$ cat config.mk
export PLATFORM = sky130hd
export DESIGN_NAME = inst_fetch_unit
export DESIGN_NICKNAME = d
export VERILOG_FILES = /design/src/rtl/inst_fetch_unit_pkg.sv /design/src/rtl/inst_fetch_unit_decode.sv /design/src/rtl/inst_fetch_unit.sv
export SDC_FILE = /design/constraint.sdc
export NUM_CORES = 1
export LEC_CHECK = 0
export BUFFER_PORTS_ARGS = -buffer_cell sky130_fd_sc_hd__buf_2
export CORE_UTILIZATION = 35
export CTS_CLUSTER_DIAMETER = 60
export DETAILED_ROUTE_END_ITERATION = 6
export PLACE_DENSITY = 0.65
export SLEW_MARGIN = 20
export SYNTH_ARGS = -nofsm -noshare
export SYNTH_HDL_FRONTEND = slang
export SYNTH_HIERARCHICAL = 1
export SYNTH_SLANG_ARGS = --single-unit
$ cat constraint.sdc
create_clock -name Clk -period 1.75 [get_ports Clk]
set_input_delay 0.2625 -clock Clk [delete_from_list [all_inputs] [get_ports Clk]]
set_output_delay 0.2625 -clock Clk [all_outputs]
set_load 0.02 [all_outputs]
$ cat src/rtl/inst_fetch_unit_pkg.sv
// Shared definitions for the instruction fetch unit and later pipeline stages.
//   - state_e        : fetch FSM states
//   - *_HI / *_LO    : instruction field bit positions inside IR
//   - PC_INC         : byte increment between sequential fetches
package inst_fetch_unit_pkg;

    typedef enum logic [1:0] {
        ST_IDLE  = 2'd0,
        ST_FETCH = 2'd1,
        ST_VALID = 2'd2,
        ST_FLUSH = 2'd3
    } state_e;

    localparam int MODE_HI = 31;
    localparam int MODE_LO = 27;
    localparam int W_HI    = 26;
    localparam int W_LO    = 23;
    localparam int A_HI    = 22;
    localparam int A_LO    = 19;
    localparam int B_HI    = 18;
    localparam int B_LO    = 15;
    localparam int C_HI    = 14;
    localparam int C_LO    = 11;

    localparam int PC_INC  = 4;

endpackage

$ cat src/rtl/inst_fetch_unit_decode.sv
// inst_field_decode: purely combinational split of an instruction word into
// its mode and register-address fields. Stateless so any stage can reuse it.
//   ir       in   SIZE  instruction word
//   m        out  5     work mode
//   w_addr   out  ADDR  write-register address
//   r_addr_a out  ADDR  read address A
//   r_addr_b out  ADDR  read address B
//   r_addr_c out  ADDR  read address C
module inst_field_decode
    import inst_fetch_unit_pkg::*;
#(
    parameter int ADDR = 4,
    parameter int SIZE = 32
) (
    input  logic [SIZE-1:0] ir,
    output logic [4:0]      m,
    output logic [ADDR-1:0] w_addr,
    output logic [ADDR-1:0] r_addr_a,
    output logic [ADDR-1:0] r_addr_b,
    output logic [ADDR-1:0] r_addr_c
);

    assign m        = ir[MODE_HI:MODE_LO];
    assign w_addr   = ir[W_LO +: ADDR];
    assign r_addr_a = ir[A_LO +: ADDR];
    assign r_addr_b = ir[B_LO +: ADDR];
    assign r_addr_c = ir[C_LO +: ADDR];

    // Low bits below the last field carry immediates for later stages.
    logic unused_low;
    assign unused_low = ^ir[C_LO-1:0];

endmodule

$ cat src/rtl/inst_fetch_unit.sv
// inst_fetch_unit: fetches one instruction word at a time from instruction
// memory, holds it for the execute stage and follows PC redirects.
//   Clk, Rst                      clock, synchronous active-low reset
//   Write_PC, PC_New              redirect request and target
//   Mem_Req, Mem_Addr             memory request, held until Mem_Ack
//   Mem_Ack, Mem_Data             memory response
//   Inst_Valid, Inst_Ready        instruction handshake
//   IR, Inst_PC                   held instruction and its address
//   M, W_Addr, R_Addr_A/B/C       decoded fields of IR
//   Write_Reg                     register-write enable
//   Fetch_Cnt                     number of delivered instructions
module inst_fetch_unit
    import inst_fetch_unit_pkg::*;
#(
    parameter int              ADDR     = 4,
    parameter int              SIZE     = 32,
    parameter logic [SIZE-1:0] RESET_PC = '0
) (
    input  logic            Clk,
    input  logic            Rst,
    input  logic            Write_PC,
    input  logic [SIZE-1:0] PC_New,
    output logic            Mem_Req,
    output logic [SIZE-1:0] Mem_Addr,
    input  logic            Mem_Ack,
    input  logic [SIZE-1:0] Mem_Data,
    output logic            Inst_Valid,
    input  logic            Inst_Ready,
    output logic [SIZE-1:0] IR,
    output logic [SIZE-1:0] Inst_PC,
    output logic [4:0]      M,
    output logic [ADDR-1:0] W_Addr,
    output logic [ADDR-1:0] R_Addr_A,
    output logic [ADDR-1:0] R_Addr_B,
    output logic [ADDR-1:0] R_Addr_C,
    output logic            Write_Reg,
    output logic [15:0]     Fetch_Cnt
);

    state_e          state_q, state_d;
    logic [SIZE-1:0] fetch_pc_q, fetch_pc_d;
    logic [SIZE-1:0] pend_pc_q, pend_pc_d;
    logic [SIZE-1:0] ir_q, ir_d;
    logic [SIZE-1:0] inst_pc_q, inst_pc_d;
    logic [15:0]     fetch_cnt_q, fetch_cnt_d;
    logic            mem_req_q, mem_req_d;
    logic            inst_valid_q, inst_valid_d;

    always_comb begin
        state_d     = state_q;
        fetch_pc_d  = fetch_pc_q;
        pend_pc_d   = pend_pc_q;
        ir_d        = ir_q;
        inst_pc_d   = inst_pc_q;
        fetch_cnt_d = fetch_cnt_q;

        unique case (state_q)
            ST_IDLE: begin
                if (Write_PC) fetch_pc_d = PC_New;
                state_d = ST_FETCH;
            end
            ST_FETCH: begin
                if (Mem_Ack) begin
                    if (Write_PC) begin
                        // Returned word belongs to the abandoned path.
                        fetch_pc_d = PC_New;
                    end else begin
                        ir_d       = Mem_Data;
                        inst_pc_d  = fetch_pc_q;
                        fetch_pc_d = fetch_pc_q + SIZE'(PC_INC);
                        state_d    = ST_VALID;
                    end
                end else if (Write_PC) begin
                    // Request must stay stable until acked, so park the
                    // target and drain the outstanding access first.
                    pend_pc_d = PC_New;
                    state_d   = ST_FLUSH;
                end
            end
            ST_VALID: begin
                if (Inst_Ready) begin
                    fetch_cnt_d = fetch_cnt_q + 16'd1;
                    state_d     = ST_FETCH;
                end
                if (Write_PC) begin
                    fetch_pc_d = PC_New;
                    state_d    = ST_FETCH;
                end
            end
            ST_FLUSH: begin
                if (Write_PC) pend_pc_d = PC_New;
                if (Mem_Ack) begin
                    // Last redirect wins, even one arriving with the ack.
                    fetch_pc_d = Write_PC ? PC_New : pend_pc_q;
                    state_d    = ST_FETCH;
                end
            end
            default: state_d = ST_IDLE;
        endcase

        mem_req_d    = (state_d == ST_FETCH) || (state_d == ST_FLUSH);
        inst_valid_d = (state_d == ST_VALID);
    end

    always_ff @(posedge Clk) begin
        if (!Rst) begin
            state_q      <= ST_IDLE;
            fetch_pc_q   <= RESET_PC;
            pend_pc_q    <= '0;
            ir_q         <= '0;
            inst_pc_q    <= '0;
            fetch_cnt_q  <= '0;
            mem_req_q    <= 1'b0;
            inst_valid_q <= 1'b0;
        end else begin
            state_q      <= state_d;
            fetch_pc_q   <= fetch_pc_d;
            pend_pc_q    <= pend_pc_d;
            ir_q         <= ir_d;
            inst_pc_q    <= inst_pc_d;
            fetch_cnt_q  <= fetch_cnt_d;
            mem_req_q    <= mem_req_d;
            inst_valid_q <= inst_valid_d;
        end
    end

    assign Mem_Req    = mem_req_q;
    assign Mem_Addr   = fetch_pc_q;
    assign Inst_Valid = inst_valid_q;
    assign IR         = ir_q;
    assign Inst_PC    = inst_pc_q;
    assign Fetch_Cnt  = fetch_cnt_q;
    assign Write_Reg  = inst_valid_q & M[4];

    inst_field_decode #(
        .ADDR (ADDR),
        .SIZE (SIZE)
    ) u_decode (
        .ir       (ir_q),
        .m        (M),
        .w_addr   (W_Addr),
        .r_addr_a (R_Addr_A),
        .r_addr_b (R_Addr_B),
        .r_addr_c (R_Addr_C)
    );

endmodule

Yosys cells after proc, flatten, opt, wreduce, memory -nomap -nowiden
Cells that the tools add are included.
{"block": "word_totals", "out_inout_bits": 136, "in_bits": 69, "reg_bits": 148}
{"block": "op_classes", "n_addsub": 2, "eq_ne": 10, "reduce_logical": 8, "bitwise": 2, "muxes": 15}
{"op": "$mux 32", "n": 6}
{"op": "$pmux 32 s3", "n": 1}
{"op": "$pmux 32 s2", "n": 1}
{"op": "$add 32x3->32 const B", "n": 1}
{"op": "$add 16x1->16 const B", "n": 1}
{"op": "$mux 2", "n": 6}
{"op": "$eq 2x2->1 const B", "n": 4}
{"op": "$pmux 2 s4", "n": 1}
{"op": "$ne 2x2->1 const B", "n": 3}
{"op": "$reduce_and 3->1", "n": 2}
{"op": "$eq 2x1->1 const B", "n": 2}
{"op": "$reduce_and 2->1", "n": 2}
{"op": "$logic_not 2->1", "n": 1}
{"op": "$ne 2x1->1 const B", "n": 1}
{"op": "$reduce_bool 2->1", "n": 1}
{"op": "$reduce_or 2->1", "n": 1}
{"op": "$and 1x1->1", "n": 1}
{"op": "$logic_or 1x1->1", "n": 1}
{"op": "$not 1->1", "n": 1}

Longest topological paths before layout
Gate-level depths: netlist of the first run.
{"block": "logic_depth", "depth_word": 5, "depth_mapped": 7, "mapped_depth_nobuf": 6}

By module
The synthesis of the first run kept the hierarchy.
{"mod": "inst_fetch_unit", "n_inst": 1, "area_per_inst_um2": 6892.9, "cells_per_inst": 872, "seq_area_each_um2": 2962.8}
{"mod": "inst_field_decode", "n_inst": 1, "area_per_inst_um2": 157.7, "cells_per_inst": 21, "seq_area_each_um2": 0.0}

Least setup slack after synthesis of the first run
Ideal clock, no wire load.
{"block": "synth_timing", "kind": "reg2reg", "from": "register fetch_pc_q[2] (netlist: Mem_Addr[2])", "to": "register fetch_pc_q[20] (netlist: Mem_Addr[20])", "period_less_slack_ps": 2019, "t_required_ps": 1628, "path_stages_with_launch": 7, "t_arrival_ps": 1897, "slack_ps": -269, "path_cell_list": "dfxtp_1 ha_1 nand3_1 or3_1 o31a_1 o21ai_0 a21oi_1"}
{"block": "synth_between", "elab_chain_cells": 4}
{"element": "start: declaration", "line_no": "inst_fetch_unit.sv:41", "text": "logic [SIZE-1:0] fetch_pc_q, fetch_pc_d;"}
{"element": "start signal: assignment", "line_no": "inst_fetch_unit.sv:117", "text": "fetch_pc_q <= fetch_pc_d;"}
{"element": "$add 32x3->32", "line_no": "inst_fetch_unit.sv:70", "text": "fetch_pc_d = fetch_pc_q + SIZE'(PC_INC);"}
{"element": "$mux 32", "line_no": "inst_fetch_unit.sv:64", "text": "if (Write_PC) begin"}
{"element": "$mux 32", "line_no": "inst_fetch_unit.sv:63", "text": "if (Mem_Ack) begin"}
{"element": "$pmux 32 s3", "line_no": "inst_fetch_unit.sv:57", "text": "unique case (state_q)"}
Every way passes these cells. The select of a mux whose other input is x is not followed.
A chain may end at the register's enable or synchronous reset.

Final worst setup path of the first run
Same ends and word-level chain as after synthesis.

==> results.md, run 1 <==
- The largest total area in the synthesized netlist belongs to dfxtp_1.
- The top fanout value on the critical path is 3.
- The data required time at the worst endpoint is 2.04 ns.
- The area share of the largest cell type after synthesis is 42.0%.
- The worst setup path is captured at a flop.
- The count of pins over their slew limit was 0.
- The final-report setup violation count is 0.
- Leaving out filler cells and counting taps, the final layout contains 1375.
- Summed over all cells, the static leakage comes to 3.96 nW.
- After synthesis, the largest family of logic cells by area is simple AND/OR/NAND/NOR gates.
- The critical path starts at Mem_Addr[2].
- The routed layout has 6848 vias.
- The run finished with clean final reports.
- In this run the register-to-register setup slack is 0.11 ns.
- Clock-pin slew was measured on the worst setup and hold paths at 0.06 ns.
- After Yosys synthesis, and, or, nand and nor cells account for 24.9% of the synthesized area.
- The region available for standard cell placement spans 19600 sq um.
- The worst clock skew is 0.00918 ns.
- The share of the clock period used by the worst path after layout is 93.8%.
- The I/O pin count is 205.
- In this run the critical register-to-register path is captured at Mem_Addr[20].
- The longest clock path from root to sink contains 2 buffers.
- The number of maximum-capacitance violations is 0.
- For the finished layout, the period the worst path requires is 1.64 ns.
- The share of post-route cells with drive strength above 1 is 29.2%.
- The die footprint is 20700 sq um.
- The initial cell density of the core is 36.0%.
- During synthesis, Yosys emitted a total of 6 warnings.
- The hold violation total from the final report is 0.
- The post-synthesis register bit count is 148.
- The commonest cells after synthesis are 241 x nand2_1, 148 x dfxtp_1, 97 x a21boi_0.
- The timing endpoint of the critical path is Mem_Addr[20].
- The critical path is of the reg -> reg type.
- The mean routed wirelength per cell is 15.2 microns.
- The cell with the most instances after synthesis is nand2_1.
- Summing the areas of all fa, ha and maj instances in the mapped netlist gives 0.355% of the synthesized area.
- For this run, the top clock speed supported by timing is 0.609 GHz.
- The headroom to the max-slew limit is 69.8%.
- Buffers inserted to repair hold after CTS numbered 0.
- The layout net count is 1169.
- Clock tree synthesis selected as its root buffer the cell clkbuf_16.
- The routability congestion estimate from global placement is 0.905.
- In this run, placement finished with an instance count of 1344.
- The die height is 144 microns.
- The utilization after layout is 47.0%.
- The type of element launching the critical path is a flop.
- Dividing the detail-routed via count by the number of cells gives 4.98.
- By area the synthesized netlist is led by dfxtp_1 42%, nand2_1 13%, a21boi_0 10%.
- The first routing iteration left 452 violations.
- The mapped cell area is 7050 sq um.
- Entering global routing, the biggest net connects 71 pins.
- Compared with the post-synthesis result, the final layout area differs by 30.7%.
- The clock net sink count is 148.
- Summing the areas of all xor and xnor instances in the mapped netlist gives 3.11% of the synthesized area.
- In the synthesized netlist, the number of instances is 893.
- The least setup slack across all paths after layout is 0.109 ns.
- The number of port buffers is 204.
- The count of filler cells inserted in the layout is 1932.
- The post-synth net total is 964.
- In this run, synthesis inferred 0 flip-flops with an integrated enable.
- The length of the first detailed-routing pass in iterations is 5.
- The final wirelength is 20800 microns.
- Yosys mapped the design onto 57 distinct sky130hd cell types.
- The die extent in x is 144 microns.
- The depth of the worst register-to-register path is 6.
- The worst hold path belongs to the class in -> reg.
- After detailed routing, the number of remaining DRC violations is 0.
- The worst endpoint data arrival time is 1.94 ns.
- Total power for the finished layout comes to 8.85 mW.
- The post-synthesis compound-gate area fraction is 21.6%.
- TritonCTS built the clock tree.
- The portion of netlist area occupied by mux cells is 1.76%.
- For this run, asynchronously set or reset flops after synthesis account for 0%.
- The worst IR drop on VDD is 573 uV.
- CTS built an H-tree with a depth of 4.
- Counting the buffers created by CTS gives 17.
- The total track usage is 20.0%.
- The sequential fraction of the synthesis area is 42.0%.
- The power density over the cells is 960 nW/um^2.
- The start of the worst register-to-register path is Mem_Addr[2].
- The main flop type after synthesis is dfxtp_1.
- The number of antenna repair diodes is 0.
- Summed over all nets, the half-perimeter wirelength after detailed placement is 15100 microns.
- The number of standard-cell rows in the floorplan is 51.
- The average cell area after synthesis is 7.90 sq um.
- The via count of the first global-routing pass was 6066.
- The pre-CTS setup slack is 0.0932 ns.
- The transition time at the pin with the least slew margin is 0.449 ns.
- The clock reaches the later pin of the worst-skew pair after 0.43 ns.
- The remaining global-route overflow is 0.
- The first-pass GRT wire length is 32000 microns.
- The initial antenna violation count is 0.
- The sum of negative setup slack is 0 ns.
- The residual antenna-violating net count after detailed routing is 0.
[worst max-delay path, stage by stage (launching register included)]
cell and delay [ns]:
dfxtp_4 0.36, ha_4 0.13, nand3_1 0.10, or3_4 0.40, o31a_1 0.31, o21ai_1 0.14, a21oi_1 0.08
[cell families after synthesis]
group | after synthesis
simple gates | 391
xor+xnor | 25
flops | 148
fa+ha+maj | 2
mux | 12
buf+inv | 90
compound gates | 225
[power breakdown]
part	internal, mW	switching [mW]
registers	3.52	0.117
clock network	2.47	1.46
logic	0.495	0.784
total	6.49	2.36
[sequential cells by signal (all words and copies together) (netlist names)]
register and flops:
Fetch_Cnt 16, state_q 2, Mem_Addr 32, Inst_PC 32, pend_pc_q 32, Mem_Req 1, IR 32, Inst_Valid 1
[what timing repair did]
action                                 in CTS  in global routing
buffers inserted                            0                  0
endpoints found under the hold margin       0                  0
gates resized for setup                     0                  5
setup endpoints to repair                   0                 49
[final cells by class]
class / count / area (sq um) / area share, %
Sequential cell: 148 / 2980 / 32.3
Clock buffer: 20 / 458 / 4.97
Clock inverter: 11 / 175 / 1.90
Inverter: 7 / 26.3 / 0.285
Multi-Input combinational cell: 655 / 3690 / 40.0
Tap cell: 265 / 332 / 3.60
Timing Repair Buffer: 269 / 1560 / 16.9
[layout by cell type, fill, tap and decap left out, types with 20 or more instances in the layout]
cell type,instances
a21boi_0,97
a21oi_1,29
buf_2,203
buf_4,62
dfxtp_1,142
nand2_1,240
nand3_1,20
nor2_1,51
o21ai_0,39
xnor2_1,20
[metrics by stage]
stage | hold slack, ns | instance area (sq um)
2_1_floorplan | 0.407 | 7080
3_3_place_gp | 0.446 | 8560
3_5_place_dp | 0.453 | 8560
4_1_cts | 0.0599 | 9200
5_1_grt | 0.0756 | 9210
6_report | 0.0778 | 9210
[worst min path at each step]
stage	start	to	cells after the start
3_5_place_dp	IR[0]	IR[0]	2
4_1_cts	Mem_Data[23]	IR[23]	3
2_1_floorplan	Mem_Data[0]	IR[0]	2
6_report	Mem_Data[5]	IR[5]	3
5_1_grt	Mem_Data[16]	IR[16]	3
3_3_place_gp	Inst_PC[23]	Inst_PC[23]	2
[metal layers]
layer,part of all wire [%],vias to the layer above,GRT usage (%)
met5,0,-,0
met4,1.9,0,8.01
met3,7.2,32,4.97
met2,44,272,30.1
met1,47,3115,27.3
li1,-,3429,-
Note: power is estimated with default switching activity, not from simulation.
==> inputs of run 2 (changes only) <==
- REMOVE_ABC_BUFFERS: not set -> 1
==> results.md, run 2 (synthesized netlist as in run 1, its figures left out) <==
- The final wirelength is 20000 microns (was 20800 microns).
- The pre-CTS setup slack came to 0.0929 ns (was 0.0932 ns).
- The number of standard-cell rows in the floorplan is 51 (unchanged).
- Outcome: finished, final reports clean (unchanged).
- The sum of negative setup slack is 0 ns (unchanged).
- The reported leakage power is 3.95 nW (was 3.96 nW).
- The fraction of power consumed by the clock network is 42.4% (was 44.4%).
- The kind of critical path is reg -> reg (unchanged).
- The largest net degree at the start of global routing is 59 (was 71).
- The transition time at the pin with the least slew margin is 0.461 ns (was 0.449 ns).
- The data required time at the worst endpoint is 2.11 ns (was 2.04 ns).
- The global-route track usage on met3 was 4.40% (was 4.97%).
- The via count of the first global-routing pass came to 6044 (was 6066).
- The number of H-tree levels is 4 (unchanged).
- The routability congestion estimate from global placement is 0.848 (was 0.905).
- The number of maximum-capacitance violations was 0 (unchanged).
- The I/O pin count is 205 (unchanged).
- The share of post-route cells with drive strength above 1 is 29.0% (was 29.2%).
- The global-route track usage on met2 is 32.3% (was 30.1%).
- The remaining global-route overflow came to 0 (unchanged).
- The kind of capture point of the worst setup path is a flop (unchanged).
- The die footprint is 20700 sq um (unchanged).
- The insertion delay to the later sink of the worst-skew pair is 0.43 ns (about the same).
- The layout net count is 1171 (was 1169).
- The number of DRC violations after detailed routing is 0 (unchanged).
- The type of element launching the critical path is a flop (unchanged).
- The cell chosen for the clock root was clkbuf_16 (unchanged).
- The number of buffers created by CTS was 17 (unchanged).
- The maximum clock frequency is 0.607 GHz (was 0.609 GHz).
- The area of the core is 19600 sq um (unchanged).
- The instance count after placement with tap cells included is 1345 (was 1344).
- The top fanout value on the critical path is 5 (was 3).
- The share of the clock period used by the worst path after layout is 94.2% (was 93.8%).
- The filler-free cell count of the finished design is 1379 (was 1375).
- The headroom to the max-slew limit is 69.3% (was 69.8%).
- The busiest layer in global routing is met2 (unchanged).
- The worst IR drop on VDD is 662 uV (was 573 uV).
- The length of the first detailed-routing pass in iterations is 6 (was 5).
- Highest-count cells in the layout ignoring fill and taps: 240 x nand2_1, 203 x buf_2, 147 x dfxtp_1 (was 240 x nand2_1, 203 x buf_2, 142 x dfxtp_1).
- The largest buffer count on any clock path is 2 (unchanged).
- Setup repair after global routing left no endpoint under its margin.
- The CTS clock-pin slew for the worst setup and hold paths is 0.06 ns (about the same).
- The utilization after layout is 46.8% (was 47.0%).
- The die height is 144 microns (unchanged).
- The final non-filler cell area came to 9160 sq um (was 9210 sq um).
- The CTS tree is done (unchanged).
- The die extent in x was 144 microns (unchanged).
- The clock net sink count is 148 (unchanged).
- The hold violation total from the final report is 0 (unchanged).
- The number of DRC markers after the initial detailed-route iteration is 429 (was 452).
- The initial antenna violation count came to 1 (was 0).
- The number of buffers inserted by hold repair at cts is 0 (unchanged).
- The total vias in the final route is 6794 (was 6848).
- The worst clock skew is 0.00909 ns (was 0.00918 ns).
- The switching share of power was 28.3% (was 26.7%).
- The count of pins over their slew limit is 0 (unchanged).
- The via count normalized by instance count was 4.93 (was 4.98).
- The mean routed wirelength per cell came to 14.5 microns (was 15.2 microns).
- The least setup slack across all paths after layout is 0.102 ns (was 0.109 ns).
- The number of port buffers was 204 (unchanged).
- The power density over the cells came to 923 nW/um^2 (was 960 nW/um^2).
- The initial cell density of the core was 36.0% (unchanged).
- The internal power of the cells was 6.07 mW (was 6.49 mW).
- The instance area at placement is 8530 sq um (was 8560 sq um).
- The net switching component of the power is 2.39 mW (was 2.36 mW).
- The sequential group share of total power was 43.0% (was 41.1%).
- The HPWL after detailed placement is 14300 microns (was 15100 microns).
- The final-report setup violation count is 0 (unchanged).
- The shortest clock period the worst path allows after layout is 1.65 ns (was 1.64 ns).
- The residual antenna-violating net count after detailed routing is 0 (unchanged).
- The worst endpoint data arrival time is 2.00 ns (was 1.94 ns).
- The area growth from synthesis to layout was 30.0% (was 30.7%).
- The first-pass GRT wire length came to 31400 microns (was 32000 microns).
- The total track usage is 19.6% (was 20.0%).
- The met1 routing resource usage after global routing is 24.7% (was 27.3%).
- The class of the worst hold path is in -> reg (unchanged).
- The fraction of power consumed by combinational cells was 14.7% (was 14.5%).
- The leading cell type in the layout, fill and taps excluded is nand2_1 (unchanged).
-- run 2: cell types whose count changed in the layout (fill, tap and decap cells not counted), moves of 2 or more --
cell,before,now
clkbuf_8,0,2
bufinv_16,4,1
dfxtp_2,4,1
inv_6,1,6
dfxtp_4,2,0
buf_4,62,64
dfxtp_1,142,147
clkinv_4,3,1
-- run 2: layer usage --
metal  share of wire, %  up-vias
met5                  0        -
met4                2.1        0
met3                6.5       29
met2                 46      230
met1                 46     3089
li1                   -     3446
-- run 2: cell type report --
| type | instances | area (sq um) |
|---|---|---|
| Fill cell | 1935 | 10400 |
| Multi-Input combinational cell | 655 | 3700 |
| Sequential cell | 148 | 2960 |
| Timing Repair Buffer | 271 | 1570 |
| Clock buffer | 20 | 457 |
| Tap cell | 265 | 332 |
| Clock inverter | 12 | 119 |
| Inverter | 7 | 26.3 |
| Antenna cell | 1 | 2.50 |
-- run 2: what timing repair did --
item                                    CTS  global route
setup buffers                             0             1
endpoints found under the setup margin    0            18
resized for setup                         0             9
-- run 2: worst paths after layout --
check,start,end,slack [ns],cells past startpoint
max,Mem_Addr[7],Mem_Addr[13],0.10,6
max reg2reg,Mem_Addr[7],Mem_Addr[13],0.10,6
min,Mem_Data[18],IR[18],0.08,3
min reg2reg,Inst_PC[17],Inst_PC[17],0.46,2
-- run 2: through the flow --
step / total power [mW] / hold slack (ns)
2_1_floorplan: 4.33 / 0.380
3_3_place_gp: 4.94 / 0.448
3_5_place_dp: 4.95 / 0.453
4_1_cts: 8.56 / 0.0593
5_1_grt: 8.85 / 0.0700
6_report: 8.46 / 0.0794
-- run 2: worst max-delay path, stage by stage (launching register included) --
cell	delay (ns)
dfxtp_1	0.42
buf_4	0.17
nand4_1	0.20
nor4_1	0.38
xnor2_1	0.11
a21o_1	0.18
a21oi_1	0.12
-- run 2: power by group through the flow --
| stage | Sequential (mW) | Combinational (mW) | Clock (mW) |
|---|---|---|---|
| floorplan | 3.90 | 0.431 | 0 |
| global placement | 3.70 | 1.23 | 0 |
| detailed placement | 3.71 | 1.24 | 0 |
| CTS | 3.63 | 1.24 | 3.68 |
| global route | 3.65 | 1.37 | 3.83 |
| finish | 3.64 | 1.24 | 3.58 |
